## src/rtl/fpu_arbiter_if.sv

```systemverilog
// Requester, response and fpu-side signals of the fpu arbiter; the slave modport is the arbiter.
// The master modport is the environment side (requesters plus fpu).
interface fpu_arbiter_if #(
  parameter int W = 23
);
  logic         req0_valid;
  logic         req0_ready;
  logic         req0_op;
  logic [W-1:0] req0_a;
  logic [W-1:0] req0_b;
  logic         req1_valid;
  logic         req1_ready;
  logic         req1_op;
  logic [W-1:0] req1_a;
  logic [W-1:0] req1_b;
  logic         rsp0_valid;
  logic         rsp1_valid;
  logic [W-1:0] rsp_data;
  logic         rsp_err;
  logic         fpu_add;
  logic         fpu_sub;
  logic [W-1:0] fpu_a;
  logic [W-1:0] fpu_b;
  logic [W-1:0] fpu_res;
  logic         fpu_idle;
  logic         busy;

  modport slave (
    input  req0_valid, req0_op, req0_a, req0_b,
    input  req1_valid, req1_op, req1_a, req1_b,
    output req0_ready, req1_ready,
    output rsp0_valid, rsp1_valid, rsp_data, rsp_err,
    output fpu_add, fpu_sub, fpu_a, fpu_b,
    input  fpu_res, fpu_idle,
    output busy
  );

  modport master (
    output req0_valid, req0_op, req0_a, req0_b,
    output req1_valid, req1_op, req1_a, req1_b,
    input  req0_ready, req1_ready,
    input  rsp0_valid, rsp1_valid, rsp_data, rsp_err,
    input  fpu_add, fpu_sub, fpu_a, fpu_b,
    output fpu_res, fpu_idle,
    input  busy
  );
endinterface

```

## src/rtl/fpu_arbiter.sv

```systemverilog
// Round-robin sharing of one fpu between two requesters; accept -> rsp pulse is 4 + fpu busy cycles.
// One op in flight, ready only in IDLE; optional WAIT abort under FPU_ARB_TIMEOUT_EN.
module fpu_arbiter #(
  parameter int W_E = 7,
  parameter int W_M = 15
`ifdef FPU_ARB_TIMEOUT_EN
  , parameter int TIMEOUT = 255
`endif
) (
  input logic           clk,
  input logic           reset,
  fpu_arbiter_if.slave  bus
);
  localparam int W = 1 + W_E + W_M;

  typedef enum logic [2:0] {IDLE, ISSUE, SETTLE, WAIT, DONE} state_t;

  state_t       state;
  state_t       state_nxt;
  logic         grant_vld;
  logic         grant_sel;
  logic         last_grant;
  logic         owner;
  logic         op_q;
  logic [W-1:0] a_q;
  logic [W-1:0] b_q;
  logic [W-1:0] data_q;

  // Round-robin pick: on contention the requester not served last wins.
  always_comb begin
    grant_vld = 1'b0;
    grant_sel = 1'b0;
    if (state == IDLE) begin
      if (bus.req0_valid && bus.req1_valid) begin
        grant_vld = 1'b1;
        grant_sel = ~last_grant;
      end else if (bus.req0_valid) begin
        grant_vld = 1'b1;
      end else if (bus.req1_valid) begin
        grant_vld = 1'b1;
        grant_sel = 1'b1;
      end
    end
  end

  always_ff @(posedge clk) begin
    if (reset) state <= IDLE;
    else       state <= state_nxt;
  end

`ifdef FPU_ARB_TIMEOUT_EN
  localparam logic [7:0] TIMEOUT_CNT = 8'(TIMEOUT);
  logic [7:0] wait_cnt;
  logic       err_q;
`endif

  always_comb begin
    state_nxt = state;
    case (state)
      IDLE:   if (grant_vld) state_nxt = ISSUE;
      ISSUE:  state_nxt = SETTLE;
      // fpu_idle is still stale the cycle after the strobe.
      SETTLE: state_nxt = WAIT;
      WAIT: begin
        if (bus.fpu_idle) state_nxt = DONE;
`ifdef FPU_ARB_TIMEOUT_EN
        else if (wait_cnt >= TIMEOUT_CNT) state_nxt = DONE;
`endif
      end
      DONE:    state_nxt = IDLE;
      default: state_nxt = IDLE;
    endcase
  end

  always_comb begin
    bus.req0_ready = grant_vld && !grant_sel;
    bus.req1_ready = grant_vld && grant_sel;
    bus.fpu_add    = (state == ISSUE) && !op_q;
    bus.fpu_sub    = (state == ISSUE) && op_q;
    bus.rsp0_valid = (state == DONE) && !owner;
    bus.rsp1_valid = (state == DONE) && owner;
    bus.busy       = (state != IDLE);
  end

  always_ff @(posedge clk) begin
    if (reset) begin
      last_grant <= 1'b1;
      owner      <= 1'b0;
      op_q       <= 1'b0;
      a_q        <= '0;
      b_q        <= '0;
      data_q     <= '0;
    end else begin
      if (grant_vld) begin
        last_grant <= grant_sel;
        owner      <= grant_sel;
        op_q       <= grant_sel ? bus.req1_op : bus.req0_op;
        a_q        <= grant_sel ? bus.req1_a  : bus.req0_a;
        b_q        <= grant_sel ? bus.req1_b  : bus.req0_b;
      end
      if (state == WAIT && bus.fpu_idle) data_q <= bus.fpu_res;
    end
  end

  assign bus.fpu_a    = a_q;
  assign bus.fpu_b    = b_q;
  assign bus.rsp_data = data_q;

`ifdef FPU_ARB_TIMEOUT_EN
  always_ff @(posedge clk) begin
    if (reset) begin
      wait_cnt <= '0;
      err_q    <= 1'b0;
    end else begin
      if (state == ISSUE)                         wait_cnt <= '0;
      else if (state == SETTLE || state == WAIT)  wait_cnt <= wait_cnt + 8'd1;
      if (state == WAIT) begin
        if (bus.fpu_idle)                 err_q <= 1'b0;
        else if (wait_cnt >= TIMEOUT_CNT) err_q <= 1'b1;
      end
    end
  end
  assign bus.rsp_err = err_q && (state == DONE);
`else
  assign bus.rsp_err = 1'b0;
`endif
endmodule

```

## src/flat_wrapper.sv

```systemverilog
// flat-port wrapper written by rule: the top's interface ports become plain ports
module fpu_arbiter_flat 
#(
  parameter int W_E = 7,
  parameter int W_M = 15

)
  (clk, reset, bus_req0_valid, bus_req0_op, bus_req0_a, bus_req0_b, bus_req1_valid, bus_req1_op, bus_req1_a, bus_req1_b, bus_req0_ready, bus_req1_ready, bus_rsp0_valid, bus_rsp1_valid, bus_rsp_data, bus_rsp_err, bus_fpu_add, bus_fpu_sub, bus_fpu_a, bus_fpu_b, bus_fpu_res, bus_fpu_idle, bus_busy);
  fpu_arbiter_if #(.W((23))) bus_i ();
  input logic clk;
  input logic reset;
  input wire logic [$bits(bus_i.req0_valid)-1:0] bus_req0_valid;
  input wire logic [$bits(bus_i.req0_op)-1:0] bus_req0_op;
  input wire logic [$bits(bus_i.req0_a)-1:0] bus_req0_a;
  input wire logic [$bits(bus_i.req0_b)-1:0] bus_req0_b;
  input wire logic [$bits(bus_i.req1_valid)-1:0] bus_req1_valid;
  input wire logic [$bits(bus_i.req1_op)-1:0] bus_req1_op;
  input wire logic [$bits(bus_i.req1_a)-1:0] bus_req1_a;
  input wire logic [$bits(bus_i.req1_b)-1:0] bus_req1_b;
  output wire logic [$bits(bus_i.req0_ready)-1:0] bus_req0_ready;
  output wire logic [$bits(bus_i.req1_ready)-1:0] bus_req1_ready;
  output wire logic [$bits(bus_i.rsp0_valid)-1:0] bus_rsp0_valid;
  output wire logic [$bits(bus_i.rsp1_valid)-1:0] bus_rsp1_valid;
  output wire logic [$bits(bus_i.rsp_data)-1:0] bus_rsp_data;
  output wire logic [$bits(bus_i.rsp_err)-1:0] bus_rsp_err;
  output wire logic [$bits(bus_i.fpu_add)-1:0] bus_fpu_add;
  output wire logic [$bits(bus_i.fpu_sub)-1:0] bus_fpu_sub;
  output wire logic [$bits(bus_i.fpu_a)-1:0] bus_fpu_a;
  output wire logic [$bits(bus_i.fpu_b)-1:0] bus_fpu_b;
  input wire logic [$bits(bus_i.fpu_res)-1:0] bus_fpu_res;
  input wire logic [$bits(bus_i.fpu_idle)-1:0] bus_fpu_idle;
  output wire logic [$bits(bus_i.busy)-1:0] bus_busy;
  assign bus_i.req0_valid = bus_req0_valid;
  assign bus_i.req0_op = bus_req0_op;
  assign bus_i.req0_a = bus_req0_a;
  assign bus_i.req0_b = bus_req0_b;
  assign bus_i.req1_valid = bus_req1_valid;
  assign bus_i.req1_op = bus_req1_op;
  assign bus_i.req1_a = bus_req1_a;
  assign bus_i.req1_b = bus_req1_b;
  assign bus_req0_ready = bus_i.req0_ready;
  assign bus_req1_ready = bus_i.req1_ready;
  assign bus_rsp0_valid = bus_i.rsp0_valid;
  assign bus_rsp1_valid = bus_i.rsp1_valid;
  assign bus_rsp_data = bus_i.rsp_data;
  assign bus_rsp_err = bus_i.rsp_err;
  assign bus_fpu_add = bus_i.fpu_add;
  assign bus_fpu_sub = bus_i.fpu_sub;
  assign bus_fpu_a = bus_i.fpu_a;
  assign bus_fpu_b = bus_i.fpu_b;
  assign bus_i.fpu_res = bus_fpu_res;
  assign bus_i.fpu_idle = bus_fpu_idle;
  assign bus_busy = bus_i.busy;
  fpu_arbiter #(.W_E(W_E), .W_M(W_M)) u_core (.clk(clk), .reset(reset), .bus(bus_i));
endmodule
```

## config.mk

```make
export PLATFORM = sky130hd
export DESIGN_NAME = fpu_arbiter_flat
export DESIGN_NICKNAME = d
export VERILOG_FILES = /design/src/rtl/fpu_arbiter_if.sv /design/src/rtl/fpu_arbiter.sv /design/src/flat_wrapper.sv
export SDC_FILE = /design/constraint.sdc
export NUM_CORES = 1
export LEC_CHECK = 0
export CORE_MARGIN = 1
export CORE_UTILIZATION = 35
export CTS_CLUSTER_SIZE = 10
export DETAILED_ROUTE_END_ITERATION = 8
export GPL_ROUTABILITY_DRIVEN = 0
export HOLD_SLACK_MARGIN = 0.06
export PLACE_DENSITY = 0.83
export SLEW_MARGIN = 40
export SYNTH_ARGS = -nofsm -noshare
export SYNTH_HDL_FRONTEND = slang
export SYNTH_SLANG_ARGS = --single-unit
```

## constraint.sdc

```tcl
create_clock -name clk -period 2.9 [get_ports clk]
set_input_delay 0.87 -clock clk [delete_from_list [all_inputs] [get_ports clk]]
set_output_delay 0.87 -clock clk [all_outputs]
set_load 0.02 [all_outputs]
```

==> results.md <==
- The number of antenna violations at the first check in global routing was 0.
- Clock-pin slew was measured on the worst setup and hold paths at 0.08 ns.
- Adding up every negative setup slack in the final design gives 0 ns.
- The count of endpoints failing hold in the final timing report was 0.
- Setup violations remaining at the end of the flow were counted as 0.
- Traced cell by cell, the critical path runs through clkdlybuf4s50_1, inv_1, a211oi_1, buf_2.
- The number of violations reported at the end of detailed-routing iteration 0 is 185.
- From left edge to right edge, the die measures 95.2 um.
- The utilization after layout is 64.2%.
- Summing all non-filler instances in the final layout gives an area of 5330 um2.
- The area fraction in compound gates after synthesis is 21.2%.
- The top-area cell type share of the netlist area is 49.4%.
- The number of global-route vias before repair came to 3277.
- The total wire length is 10500 um.
- The most used flip-flop cell after synthesis is dfxtp_1.
- For the pin with the worst max-slew slack, the measured transition is 0.541 ns.
- The overall power consumption is 2.69 mW.
- STA classifies the critical path startpoint as an input port.
- The post-synthesis sequential element count is 75.
- Dividing the detail-routed wire length by the instance count gives 16.2 um.
- Counting instances, the worst hold path has a depth of 2.
- The flow ran to the end, and the final reports show no timing, DRC or antenna violations.
- The vias after detailed routing is 3385.
- In the synthesized netlist, the number of instances is 349.
- The clock drives 75 sinks.
- Along the worst path, the maximum fanout reaches 2.
- After synthesis, the mean cell area works out to 8.72 um2.
- The remaining number of nets flagged by the antenna check after routing is 0.
- The y dimension of the die is 95.2 um.
- The share of async-settable or async-resettable flops after synthesis is 0%.
- Across the run, the number of max-cap violations was 0.
- The largest single stage delay on the critical path is 0.49 ns.
- The mean number of vias per cell is 5.22.
- Measured against its own limit, the worst slew margin works out to 64.0%.
- Once placement finished, the instance area stood at 5140 um2.
- In this run the tool buffered the top-level ports with 197 buffer cells.
- The most frequent cell after synthesis is nand2_1.
- The placeable core region is 8300 um2.
- The achievable frequency is 359 MHz.
- In this run the cell area of the synthesized design comes to 3040 um2.
- The cell chosen for the clock root is clkbuf_8.
- After Yosys synthesis, full adders, half adders and majority gates account for 0% of the synthesized area.
- The mux cell area share after synthesis is 0%.
- Global routing used 22.7% of the available tracks.
- 0 antenna diodes ended up in the layout.
- The worst hold path belongs to the class register to register.
- The kind of critical path is input port to output port.
- The leakage power is 1.98 nW.
- The proportion of layout cells with a drive suffix above 1 is 7.55%.
- The simple logic cell fraction of the synthesized area is 23.2%.
- The shortest period the worst path allows is 2.79 ns.
- The number of distinct library cells after synthesis is 26.
- STA classifies the critical path endpoint as an output port.
- The cell with the largest stage delay on the worst path is clkdlybuf4s50_1.
- The clock skew is 0.00823 ns.
- Dividing the final minimum period by the clock period gives 96.1%.
- The number of standard-cell rows in the floorplan is 33.
- The global-route wire length before repair is 15900 um.
- Setup repair after global routing left no endpoint under its margin.
- The count of H-tree levels built during CTS is 3.
- IR analysis of the VDD net gives a maximum drop of 0.274 mV.
- TritonCTS built the clock tree.
- The post-route DRC violation count is 0.
- Hold is met by 0.455 ns.
- The worst-case reg-to-reg path depth is 5.
- The first detailed-routing pass took 4 iterations.
- At the later pin of the worst-skew pair, clock insertion delay measures 0.35 ns.
- The area growth from synthesis to layout is 75.1%.
- Pin placement for this block handled 199 I/O pins.
- Entering global routing, the biggest net connects 49 pins.
- The number of enable flip-flop cells after synthesis is 0.
- The worst endpoint required time is 2.03 ns.
- Buffers inserted to repair hold after CTS numbered 0.
- The areal power density over the cells is 506 nW/um2.
- Counting the buffers created by CTS gives 9.
- The largest total area in the synthesized netlist belongs to dfxtp_1.
- After legalization and detailed placement, the total HPWL measured 7200 um.
- Global routing finished with a remaining overflow of 0.
- In the final design database the tool counted 660 nets.
- The data arrival time at the worst-slack endpoint is 1.92 ns.
- The initial utilization of the core area, before any placement, comes to 36.7%.
- In this run the deepest clock path goes through 2 buffers.
- The number of nets handed over by synthesis was 471.
- The largest family of logic cells by synthesized area is simple AND/OR/NAND/NOR gates.
- Sorting the synthesized cells by how often they occur yields 92 x nand2_1, 75 x dfxtp_1, 48 x a221o_1, 48 x nor3_1, 29 x clkbuf_1.
- The share of synthesized area occupied by flip-flops and latches is 49.4%.
- The xor-xnor portion of the synthesized cell area is 0%.
- The total count of max-transition violations in the final report is 0.
- Yosys printed 0 warnings.
- After synthesis, the cell types taking the most area are dfxtp_1 49%, a221o_1 16%, nand2_1 11%.
- The die covers 9070 um2.
==> placed cells by master (no fill, tap or decap), types with 2 or more instances in the layout <==
master and instances:
clkbuf_8 9, buf_4 16, nor2_1 4, nor3_1 48, nor4b_1 3, a21oi_1 23, clkdlybuf4s50_1 194, buf_2 2
inv_1 3, buf_12 2, a221o_1 48, nand2_1 92, dfxtp_1 75, clkinvlp_4 3, and3_1 2
==> flip-flops by register name (all words and copies together) (netlist names) <==
signal	flops
u_core.bus.fpu_b	23
u_core.last_grant	1
u_core.bus.rsp_data	23
u_core.state	3
u_core.op_q	1
u_core.owner	1
u_core.bus.fpu_a	23
==> metrics by stage <==
step                      std cells  setup slack, ns
after floorplan                 349            0.202
after global placement          632           -0.336
after detailed placement        632           -0.359
after CTS                       648          0.00579
after global routing            648           0.0114
final                           648            0.112
==> where the power goes <==
part	total (mW)	switching [mW]	internal (mW)
combinational	0.723	0.330	0.393
sequential	1.17	0.0500	1.12
clock	0.804	0.407	0.398
total	2.69	0.786	1.91
==> metal layers <==
| metal | track usage, % | vias to the layer above | wire length (um) |
|---|---|---|---|
| met5 | 0 | - | 0 |
| met4 | 10.1 | 0 | 197 |
| met3 | 5.66 | 17 | 1050 |
| met2 | 37.3 | 154 | 5000 |
| met1 | 27.9 | 1576 | 4240 |
| li1 | - | 1638 | - |
==> what timing repair did <==
action                     in CTS  in global routing
setup endpoints to repair       2                  1
resized for setup               7                  1
setup buffers                   0                  0
gates cloned                    0                  0
==> path summary, 6_finish.rpt <==
path	startpoint	end	slack, ns
hold / removal	u_core.bus.rsp_data[8]	u_core.bus.rsp_data[8]	0.45
setup reg to reg	u_core.state[2]	u_core.bus.fpu_b[15]	0.93
hold reg to reg	u_core.bus.rsp_data[8]	u_core.bus.rsp_data[8]	0.45
setup / recovery	bus_req1_valid	bus_req1_ready	0.11
==> critical path: cells and delay by family <==
kind | cells | cell delay [ns]
AOI/OAI and AO/OA | 1 | 0.27
buffers and inverters | 3 | 0.78
==> final cells by class <==
cell class | instances | area [um2]
Clock inverter | 6 | 66.3
Clock buffer | 10 | 128
Multi-Input combinational cell | 234 | 1370
Sequential cell | 75 | 1500
Timing Repair Buffer | 215 | 2120
Tap cell | 105 | 131
Fill cell | 689 | 2970
Inverter | 3 | 11.3
==> cell families after synthesis <==
group	Yosys count
buf+inv	40
compound gates	76
simple gates	157
other cells	1
flops	75
(Power assumes the default switching activity.)
==> RTL change 1: new RTL, same settings <==
Encoding of `state_t`: now Gray code (3 bits for 5 states).
--- a/src/rtl/fpu_arbiter.sv
+++ b/src/rtl/fpu_arbiter.sv
@@ -15,3 +15,3 @@
 
-  typedef enum logic [2:0] {IDLE, ISSUE, SETTLE, WAIT, DONE} state_t;
+  typedef enum logic [2:0] {IDLE = 3'b000, ISSUE = 3'b001, SETTLE = 3'b011, WAIT = 3'b010, DONE = 3'b110} state_t;
 
Formal check against the unedited RTL: no difference found for any inputs over 10 cycles, from zero or initial values and one cycle with reset high; not proved beyond that.
==> RTL change 1 against the unedited design <==
- the run now ends with design-rule violations left
- wire length fell by 6.4%
- synthesized area grew 5.2%
- maximum frequency increased by 1.5%
- power grew 4.7%
- setup slack improved by 0.041 ns
- sequential cell count unchanged
- first-iteration DRC count down 47%
- non-clock buffer count is 9 lower
- cell area increased by 2.3%
==> RTL change 1: results (changes against the unedited design) <==
final_layout_size_suffix_gt1_share_pct: 13.6  # +6.0 points
relSlewSlack_pct: 64.2  # +0.27 points
p_int_mw: 2.04  # +6.9%
dp_slack_ns: -0.276  # +0.0829 ns
drt-wirelength-per-cell_um: 16.5  # +1.9%
violations: "design-rule violations"
num_vias: 3144  # -7.1%
placed_area_um2: 5230  # +1.7%
p_leak_nw: 1.84  # -6.9%
arrival_ns: 1.88  # -0.04 ns
outcome: "finished with violations"
grt_usage_pct: 20.9  # -1.8 points
ys_top_cells_by_area: "dfxtp_1 47%, o2bb2ai_2 14%, a32oi_1 13%"
dr_wl_met3_um: 666  # -36%
wl_met1_um: 3880  # -8.5%
fin_skew_ns: 0.0107  # +0.00246 ns
grt_max_degree: 50  # +2.0%
reg2regPathDepth: 4  # -1
max-vdd-ir-drop_mv: 0.279  # +1.8%
drt_first_iter_violations: 98  # -47%
pg_clk_mw: 0.900  # +12%
grt_pass1_wl_um: 15900  # +0.13%
fin_cells: 595  # -8.2%
synth_commonest_cells: "75 x dfxtp_1, 47 x a32oi_1, 47 x nand2_1"
dp.final_hpwl_um: 7190  # -0.21%
powerDensity_nw_per_um2: 518  # +2.4%
drc_errors: 18  # +18
ctsResizeCount: 4  # -3
dp_cells: 579  # -8.4%
firstDrtPassIters: 6  # +2
synthCells: 302  # -13%
RTL change 1: cell count changes in the layout (fill, tap and decap cells not counted), sizes merged, moves of 3 or more:
cell	unedited run	this run
a221o	48	0
a32oi	0	47
buf	20	10
clkbuf	11	14
nand2	92	47
nor3	48	3
o2bb2ai	0	47
RTL change 1: cells by family (layout without fill, tap and decap cells):
logic type	count (synthesis)	count (layout)	synth area share, %
DFF	75	75	46.9
other	1	1	0.117
buffers and inverters	38	223	6.61
and+or+nand+nor	67	67	10.3
AOI/OAI and AO/OA	121	121	36.1
RTL change 1: layout make-up:
cell class,instances,area [um2]
sequential,75,1500
inverter,1,3.75
tap,108,135
fill,708,3360
clock inverter,4,72.6
clock buffer,12,155
multi-input combinational,189,1520
timing repair buffer,206,2060
RTL change 1: worst paths after layout:
kind,from,slack [ns],endpoint
setup / recovery,bus_req1_valid,0.15,bus_req0_ready
hold / removal,u_core.bus.rsp_data[7]$_SDFFE_PP0P_,0.46,u_core.bus.rsp_data[7]$_SDFFE_PP0P_
setup reg to reg,u_core.state[0]$_SDFFE_PP0P_,1.39,u_core.bus.fpu_b[17]$_SDFFE_PP0N_
hold reg to reg,u_core.bus.rsp_data[7]$_SDFFE_PP0P_,0.46,u_core.bus.rsp_data[7]$_SDFFE_PP0P_
RTL change 1: routing by layer:
metal / vias to the layer above / global-route usage, %
li1: 1522 / -
met1: 1486 / 23.3
met2: 116 / 37.6
met3: 20 / 5.18
met4: 0 / 8.74
met5: - / 0
RTL change 1: critical path, delay by kind of cell:
family / cells / cell delay (ns)
buf+inv: 3 / 0.78
simple gates: 2 / 0.23
RTL change 1: stage by stage:
stage,hold WS [ns],TNS (ns)
after floorplan,0.447,0
after global placement,0.442,-0.543
after detailed placement,0.445,-0.540
after CTS,0.460,0
after global routing,0.482,0
final,0.458,0
==> RTL change 2: new RTL, config.mk and constraints unchanged <==
Without the edit above. Add a define of `FPU_ARB_TIMEOUT_EN`.
--- a/src/rtl/fpu_arbiter.sv
+++ b/src/rtl/fpu_arbiter.sv
@@ -2,2 +2,4 @@
 // One op in flight, ready only in IDLE; optional WAIT abort under FPU_ARB_TIMEOUT_EN.
+`define FPU_ARB_TIMEOUT_EN
+
 module fpu_arbiter #(
Check against the original RTL: same outputs for any inputs over 10 cycles, from zero or initial values and one cycle with reset high; that may be too few to reach the edited logic, so the function may still have changed.
==> RTL change 2 against the unedited design <==
- cell area is 14% higher
- sequential power is 12% higher
- wire length is 7.1% higher
- sequential cell count is 9 higher
- clock skew is 0.00091 ns higher
- synthesized area is 23% higher
- power is 14% higher
- setup slack better by 0.049 ns
- largest power group unchanged
- highest routed layer unchanged
==> RTL change 2: results (changes against the unedited design) <==
dp.final_hpwl_um: 7760  # +7.7%
fin_skew_ns: 0.00913  # +0.000908 ns
synth_commonest_cells: "84 x dfxtp_1, 49 x nand2_1, 48 x a221o_1"
worst_slew_pin_slew_ns: 0.748  # +0.208 ns
synth_adder_area_share_pct: 0.336  # +0.34 points
drt-wirelength-per-cell_um: 16.5  # +1.8%
max-vdd-ir-drop_mv: 0.314  # +15%
dp_slack_ns: -0.714  # -0.355 ns
outcome: "complete, no violations"
synthCells: 357  # +2.3%
crit_path_max_incr_delay_ns: 0.56  # +0.07 ns
p_leak_nw: 2.12  # +7.4%
synth_compound_area_share_pct: 18.8  # -2.4 points
synth_xor_area_share_pct: 0.470  # +0.47 points
drt_first_iter_violations: 204  # +10%
ys_seq_area_share_pct: 45.1  # -4.3 points
htreeDepth: 3  # unchanged
nNetsFinal: 665  # +0.76%
placed_area_um2: 5830  # +13%
grt_pass1_wl_um: 18100  # +14%
port_buffers: 198  # +0.51%
grt_pass1_vias: 3723  # +14%
muxShareOfSynthArea_pct: 0.268  # +0.27 points
cts_setup_buffers: 0  # unchanged
ctsResizeCount: 18  # +11
arrival_ns: 1.87  # -0.05 ns
num_vias: 3644  # +7.7%
synth.distinct_cells: 41  # +58%
ys_top_cells_by_area: "dfxtp_1 45%, nor4b_2 14%, a221o_1 13%"
grt_max_degree: 51  # +4.1%
syn-num-nets: 480  # +1.9%
## RTL change 2: cell types whose count changed in the layout (fill, tap and decap cells not counted), moves of 3 or more
cell	delta
dfxtp_1	+9
o21ai_0	+6
nor2_1	+5
a21oi_1	+5
clkdlybuf4s50_1	-3
nor4b_1	+10
nor3_1	-47
nand2_1	-43
or3_1	+3
nor4b_2	+34
## RTL change 2: final cells by class
cell class	count	area [um2]
tap	136	170
clock buffer	11	151
clock inverter	4	72.6
multi-input combinational	229	1850
inverter	5	18.8
timing repair buffer	213	2130
fill	843	4250
sequential	84	1680
## RTL change 2: routing by layer
layer  up-vias  share of wire (%)  global-route usage [%]
li1       1732                  -                       -
met1      1751                 42                    23.6
met2       153                 49                    35.9
met3         8                7.9                    6.12
met4         0               0.83                    5.23
met5         -                  0                       0
## RTL change 2: critical path: cells and delay by family, from the launching register on
family                 cells  cell delay [ns]
buffers and inverters      3             0.82
flip-flops                 1             0.34
AND/OR/NAND/NOR            1             0.37
## RTL change 2: path summary, 6_finish.rpt
path	startpoint	endpoint	slack (ns)	cells after the start
max	u_core.state[2]$_SDFFE_PP0P_	bus_busy	0.16	4
min	u_core.bus.rsp_data[3]$_SDFFE_PP0P_	u_core.bus.rsp_data[3]$_SDFFE_PP0P_	0.46	2
max reg2reg	u_core.state[2]$_SDFFE_PP0P_	u_core.bus.fpu_a[9]$_SDFFE_PP0N_	0.94	6
min reg2reg	u_core.bus.rsp_data[3]$_SDFFE_PP0P_	u_core.bus.rsp_data[3]$_SDFFE_PP0P_	0.46	2
## RTL change 2: report_power, final
| part | internal, mW | switching (mW) |
|---|---|---|
| clock network | 0.527 | 0.417 |
| logic | 0.441 | 0.386 |
| registers | 1.25 | 0.0565 |
| total | 2.22 | 0.859 |
